`src/rtl/noc_switch_allocator_pkg.sv`:
```
// Shared types and constants for the NoC router switch allocator.
// Port/direction encoding is fixed: N=0 S=1 W=2 E=3 L=4.
package noc_pkg;

  localparam int unsigned NUM_PORTS = 5;
  localparam int unsigned SEL_W     = 3;
  localparam logic [SEL_W-1:0] SEL_NONE = 3'b111;

  typedef enum logic [SEL_W-1:0] {
    DIR_N = 3'd0,
    DIR_S = 3'd1,
    DIR_W = 3'd2,
    DIR_E = 3'd3,
    DIR_L = 3'd4
  } dir_e;

  typedef enum logic {
    IDLE   = 1'b0,
    LOCKED = 1'b1
  } alloc_state_e;

endpackage

```
`src/rtl/noc_switch_allocator_rr_arbiter.sv`:
```
// Combinational round-robin arbiter for one output: picks the first candidate
// after rr_ptr (mod NUM_PORTS), never the output's own index.
module rr_arbiter_4of5
  import noc_pkg::*;
(
  input  logic [NUM_PORTS-1:0] cand,
  input  logic [SEL_W-1:0]     excl,
  input  logic [SEL_W-1:0]     rr_ptr,
  output logic                 grant_valid,
  output logic [SEL_W-1:0]     grant_idx
);

  logic [SEL_W-1:0] idx;

  always_comb begin
    grant_valid = 1'b0;
    grant_idx   = '0;
    idx         = '0;
    for (int unsigned k = 1; k <= NUM_PORTS; k++) begin
      idx = SEL_W'((32'(rr_ptr) + k) % NUM_PORTS);
      if (!grant_valid && (idx != excl) && cand[idx]) begin
        grant_valid = 1'b1;
        grant_idx   = idx;
      end
    end
  end

endmodule

```
`src/rtl/noc_switch_allocator.sv`:
```
// 5-port router switch allocator: per-output round-robin arbitration with
// wormhole locking, driving crossbar selects, buffer pops and output valids.
module noc_switch_allocator
  import noc_pkg::*;
(
  input  logic        clk,
  input  logic        rst_n,
  input  logic [4:0]  req_valid_i,
  input  logic [14:0] req_dir_i,
  input  logic [4:0]  req_tail_i,
  input  logic [4:0]  out_ready_i,
  output logic [14:0] cs_sel_demux_o,
  output logic [14:0] cs_sel_mux_o,
  output logic [4:0]  pop_o,
  output logic [4:0]  out_valid_o,
  output logic [4:0]  route_err_o
);

  logic [SEL_W-1:0]     dir       [NUM_PORTS];
  alloc_state_e         state_q   [NUM_PORTS];
  alloc_state_e         state_d   [NUM_PORTS];
  logic [SEL_W-1:0]     owner_q   [NUM_PORTS];
  logic [SEL_W-1:0]     owner_d   [NUM_PORTS];
  logic [SEL_W-1:0]     rr_q      [NUM_PORTS];
  logic [SEL_W-1:0]     rr_d      [NUM_PORTS];
  logic [NUM_PORTS-1:0] cand      [NUM_PORTS];
  logic [SEL_W-1:0]     gnt_idx   [NUM_PORTS];
  logic [SEL_W-1:0]     mux_sel   [NUM_PORTS];
  logic [SEL_W-1:0]     demux_sel [NUM_PORTS];
  logic [NUM_PORTS-1:0] gnt_valid;
  logic [NUM_PORTS-1:0] xfer;
  logic [NUM_PORTS-1:0] last;
  logic [NUM_PORTS-1:0] locked_q;
  logic [NUM_PORTS-1:0] locked_d;

  for (genvar g = 0; g < NUM_PORTS; g++) begin : g_port
    assign dir[g] = req_dir_i[SEL_W*g +: SEL_W];

    // Error flag is held low during reset so every output is quiet then.
    assign route_err_o[g] = rst_n && req_valid_i[g] &&
                            ((dir[g] > DIR_L) || (dir[g] == SEL_W'(g)));

    assign cs_sel_demux_o[SEL_W*g +: SEL_W] = demux_sel[g];
    assign cs_sel_mux_o[SEL_W*g +: SEL_W]   = mux_sel[g];

    // Matching dir==g with g<5 and h!=g already excludes illegal requests.
    for (genvar h = 0; h < NUM_PORTS; h++) begin : g_cand
      assign cand[g][h] = (g != h) && req_valid_i[h] && !locked_q[h] &&
                          (dir[h] == SEL_W'(g));
    end

    rr_arbiter_4of5 u_arb (
      .cand        (cand[g]),
      .excl        (SEL_W'(g)),
      .rr_ptr      (rr_q[g]),
      .grant_valid (gnt_valid[g]),
      .grant_idx   (gnt_idx[g])
    );

    assign xfer[g] = (state_q[g] == LOCKED) && req_valid_i[owner_q[g]] &&
                     out_ready_i[g];
    assign last[g] = xfer[g] && req_tail_i[owner_q[g]];

    always_ff @(posedge clk or negedge rst_n) begin
      if (!rst_n) begin
        state_q[g] <= IDLE;
        owner_q[g] <= '0;
        rr_q[g]    <= SEL_W'(NUM_PORTS - 1);
      end else begin
        state_q[g] <= state_d[g];
        owner_q[g] <= owner_d[g];
        rr_q[g]    <= rr_d[g];
      end
    end
  end

  always_ff @(posedge clk or negedge rst_n) begin
    if (!rst_n) begin
      locked_q <= '0;
    end else begin
      locked_q <= locked_d;
    end
  end

  // Next state: an input is never a candidate while locked, so a released
  // input cannot be re-granted in the same cycle it sends its tail.
  always_comb begin
    logic [SEL_W-1:0] pn;
    pn       = '0;
    locked_d = locked_q;
    for (int unsigned o = 0; o < NUM_PORTS; o++) begin
      pn          = SEL_W'(o);
      state_d[pn] = state_q[pn];
      owner_d[pn] = owner_q[pn];
      rr_d[pn]    = rr_q[pn];
      unique case (state_q[pn])
        IDLE: begin
          if (gnt_valid[pn]) begin
            state_d[pn]                = LOCKED;
            owner_d[pn]                = gnt_idx[pn];
            locked_d[gnt_idx[pn]]      = 1'b1;
          end
        end
        LOCKED: begin
          if (last[pn]) begin
            state_d[pn]                = IDLE;
            rr_d[pn]                   = owner_q[pn];
            locked_d[owner_q[pn]]      = 1'b0;
          end
        end
        default: ;
      endcase
    end
  end

  always_comb begin
    logic [SEL_W-1:0] po;
    po          = '0;
    pop_o       = '0;
    out_valid_o = '0;
    for (int unsigned o = 0; o < NUM_PORTS; o++) begin
      mux_sel[o]   = SEL_NONE;
      demux_sel[o] = SEL_NONE;
    end
    for (int unsigned o = 0; o < NUM_PORTS; o++) begin
      po = SEL_W'(o);
      if (state_q[po] == LOCKED) begin
        mux_sel[po]            = owner_q[po];
        demux_sel[owner_q[po]] = po;
        if (xfer[po]) begin
          pop_o[owner_q[po]] = 1'b1;
          out_valid_o[po]    = 1'b1;
        end
      end
    end
  end

endmodule
```
`config.mk`:
```
export PLATFORM = sky130hd
export DESIGN_NAME = noc_switch_allocator
export DESIGN_NICKNAME = d
export VERILOG_FILES = /design/src/rtl/noc_switch_allocator_pkg.sv /design/src/rtl/noc_switch_allocator_rr_arbiter.sv /design/src/rtl/noc_switch_allocator.sv
export SDC_FILE = /design/constraint.sdc
export NUM_CORES = 1
export LEC_CHECK = 0
export BUFFER_PORTS_ARGS = -buffer_cell sky130_fd_sc_hd__buf_2
export CORE_ASPECT_RATIO = 1.25
export CORE_MARGIN = 2
export CORE_UTILIZATION = 59
export CTS_BUF_LIST = sky130_fd_sc_hd__clkbuf_8
export DETAILED_ROUTE_END_ITERATION = 10
export PLACE_DENSITY = 0.82
export SLEW_MARGIN = 40
export SYNTH_ARGS = -nofsm -noshare
export SYNTH_HDL_FRONTEND = slang
export SYNTH_SLANG_ARGS = --single-unit
```
`constraint.sdc`:
```
create_clock -name clk -period 6.1 [get_ports clk]
set_input_delay 0.305 -clock clk [delete_from_list [all_inputs] [get_ports clk]]
set_output_delay 0.305 -clock clk [all_outputs]
set_load 0.05 [all_outputs]
```
==> flow_summary.json <==
{
  "r2r_setup_slack_ns": 0.44,
  "path_delay_family": "compound AO/OA/AOI/OAI gates",
  "critPathMaxFanout": 11,
  "die_w_um": 131,
  "synthArstFlopShare_pct": 100,
  "period_needed_ns": 5.66,
  "fmax_ghz": 0.177,
  "startpoint_type": "flip-flop",
  "synthAdderAreaFrac_pct": 13.8,
  "wl_met2_mm": 17.6,
  "cts_tree": "built",
  "cts_hold_buf": 0,
  "drc": 0,
  "syn-num-nets": 1813,
  "hold_violations": 0,
  "tightestPinTransition_ns": 0.861,
  "synth_simple_gate_area_share_pct": 29.3,
  "grt.overflow.total": 0,
  "setup_tns_ns": 0,
  "yosysSeqAreaShare_pct": 8.46,
  "io_pins": 77,
  "drtAntennaViolNets": 0,
  "drive_gt1_share_pct": 12.8,
  "muxShareOfSynthArea_pct": 5.53,
  "slowest_stage": "dfrtp_1",
  "routed.top_layer": "met4",
  "synth-edff-count": 0,
  "drt-total-wl_mm": 36.9,
  "start_util_pct": 59.6,
  "synth_seq_cells": 40,
  "core_mm2": 0.0200,
  "viasPerCell": 6.85,
  "drtIter0Drc": 1125,
  "wl_per_cell_um": 19.0,
  "syn_inst": 1652,
  "fin_crit_sh_pct": 92.9,
  "diodes": 0,
  "grt_pass1_vias": 12119,
  "path_buf_inv": 2,
  "htreeDepth": 2,
  "clkSlewWorstSetupHoldPaths_ns": 0.10,
  "cts_root_buf": "clkbuf_8",
  "syn_area_mm2": 0.0119,
  "cpMostUsedCell": "ha_1",
  "rsz0062_at_grt": "no",
  "reg2reg_from": "rr_q[7]",
  "synthTopCellsByArea": "ha_1 (13%), dfrtp_1 (7.4%), a21oi_1 (4.8%)",
  "path_cells": "inv_1, ha_1, xnor2_2, inv_2, ha_1, or3b_2, o22ai_1, or2_1, ha_1, nor2b_1, a211oi_1, o31a_1, nor3_1, o211a_1, a41o_1, or3_4, o32a_1, o31a_1, o221ai_1",
  "synth-compound-area-share_pct": 32.3,
  "firstDrtPassIters": 6,
  "cts_made_buffers": 5,
  "status": "completed",
  "grtUsageTotal_pct": 33.9,
  "skew_ns": 0.0152,
  "antenna_found_initial": 0,
  "route.vias.total": 13315,
  "drv_slew": 0,
  "cp_slowest_stage_delay_ns": 0.46,
  "synth_top_area_cell": "ha_1",
  "synthXorXnorAreaFrac_pct": 4.01,
  "area_growth_pct": 5.58,
  "met1Wirelength_mm": 14.7,
  "crit_start": "rr_q[7]",
  "cts_buffer_depth": 2,
  "synth_common_cells": "nand2_1 (150), ha_1 (127), a21oi_1 (114), nor2_1 (111), inv_1 (109)",
  "gp_routability_congestion": 1.04,
  "syn_area_per_cell_um2": 7.20,
  "synth.top_cell.area_share_pct": 13.4,
  "synth_top_family_by_area": "compound AO/OA/AOI/OAI gates",
  "reg2reg_to": "locked_q[0]",
  "grt_pass1_wl_mm": 59.4,
  "grt_max_degree": 46,
  "die-area_mm2": 0.0213,
  "worstSkewPairLatency_ns": 0.32,
  "worstPathRequired_ns": 6.34,
  "ff2ff_path_depth": 19,
  "crit_arrival_ns": 5.91,
  "ys_types": 118,
  "dpl.hpwl_mm": 28.9,
  "synth_flop_cell": "dfrtp_1",
  "hold_path.class": "in -> async",
  "met3_length_mm": 2.90,
  "timing.max_cap.violations": 0,
  "worstSetupPathType": "reg -> reg",
  "synth_most_common_cell": "nand2_1",
  "setup_viol": 0,
  "rows": 58,
  "io_buffers": 76,
  "dieHeight_um": 163,
  "yosys_warnings": 0,
  "slew_headroom_pct": 41.8,
  "final_nets": 1835,
  "end_kind": "flip-flop",
  "cts.sinks": 40
}
[how the worst max path moves through the flow]
stage | depth (start not counted) | to
after floorplan | 24 | locked_q[0]
after global placement | 19 | locked_q[2]
after detailed placement | 19 | locked_q[2]
after CTS | 19 | locked_q[2]
after global routing | 19 | locked_q[2]
final | 19 | locked_q[0]
[cell type report]
type,instances,area (um2)
multi-input cells,1413,10100
fillers,1828,7390
flip-flops and latches,40,1010
repair buffers,93,508
inverters,121,457
well taps,270,338
clock buffers,5,68.8
clock inverters,3,42.5
[placed cells by master, fill, tap and decap left out, types with 17 or more instances in the layout]
cell type,synthesis,final
nor2_1,111,111
nand2b_1,45,45
and3_1,25,25
a31oi_1,30,30
a22oi_1,18,18
a21oi_1,114,114
a211oi_1,24,24
nand2_1,150,150
nor3_1,43,43
o211ai_1,23,23
ha_1,127,126
nor3b_1,18,18
nand3_1,69,69
buf_2,10,76
mux2i_1,32,32
buf_4,4,17
o21ai_0,82,82
xnor2_1,39,39
nor2b_1,39,39
inv_1,109,109
dfrtp_1,35,35
a21o_1,17,17
[registers in the layout, summed over array words and instances, names as in the netlist]
name	count
rr_q	15
owner_q	15
locked_q	5
state_q	5
[timing repair]
item / CTS / global route
resized for setup: 0 / 3
endpoints found under the setup margin: 0 / 2
setup buffers: 0 / 0
[through the flow]
step | utilization [%] | hold slack (ns) | cell area [um2] | instances | setup WS [ns]
after floorplan | - | 0.00941 | 11900 | 1652 | 0.0479
after global placement | 62.3 | 0.425 | 12400 | 1937 | 0.589
after detailed placement | 62.3 | 0.437 | 12400 | 1937 | 0.452
after CTS | 62.8 | 0.103 | 12500 | 1945 | 0.416
after global routing | 63.0 | 0.127 | 12600 | 1945 | 0.0375
final | 63.0 | 0.0782 | 12600 | 1945 | 0.436
[kinds of logic after synthesis]
family                   Yosys count
AND/OR/NAND/NOR                  645
buffers and inverters            199
AO/OA/AOI/OAI                    537
flip-flops                        40
adder cells (fa/ha/maj)          130
XOR/XNOR                          48
multiplexers                      53
[layer usage]
metal,vias up,track usage [%]
li1,6253,-
met1,6267,43.2
met2,644,58.1
met3,151,2.63
met4,0,14.5
met5,-,0
Power is not shown: default switching activity piles up to over one toggle a cycle in this logic, so the estimate is an artifact.
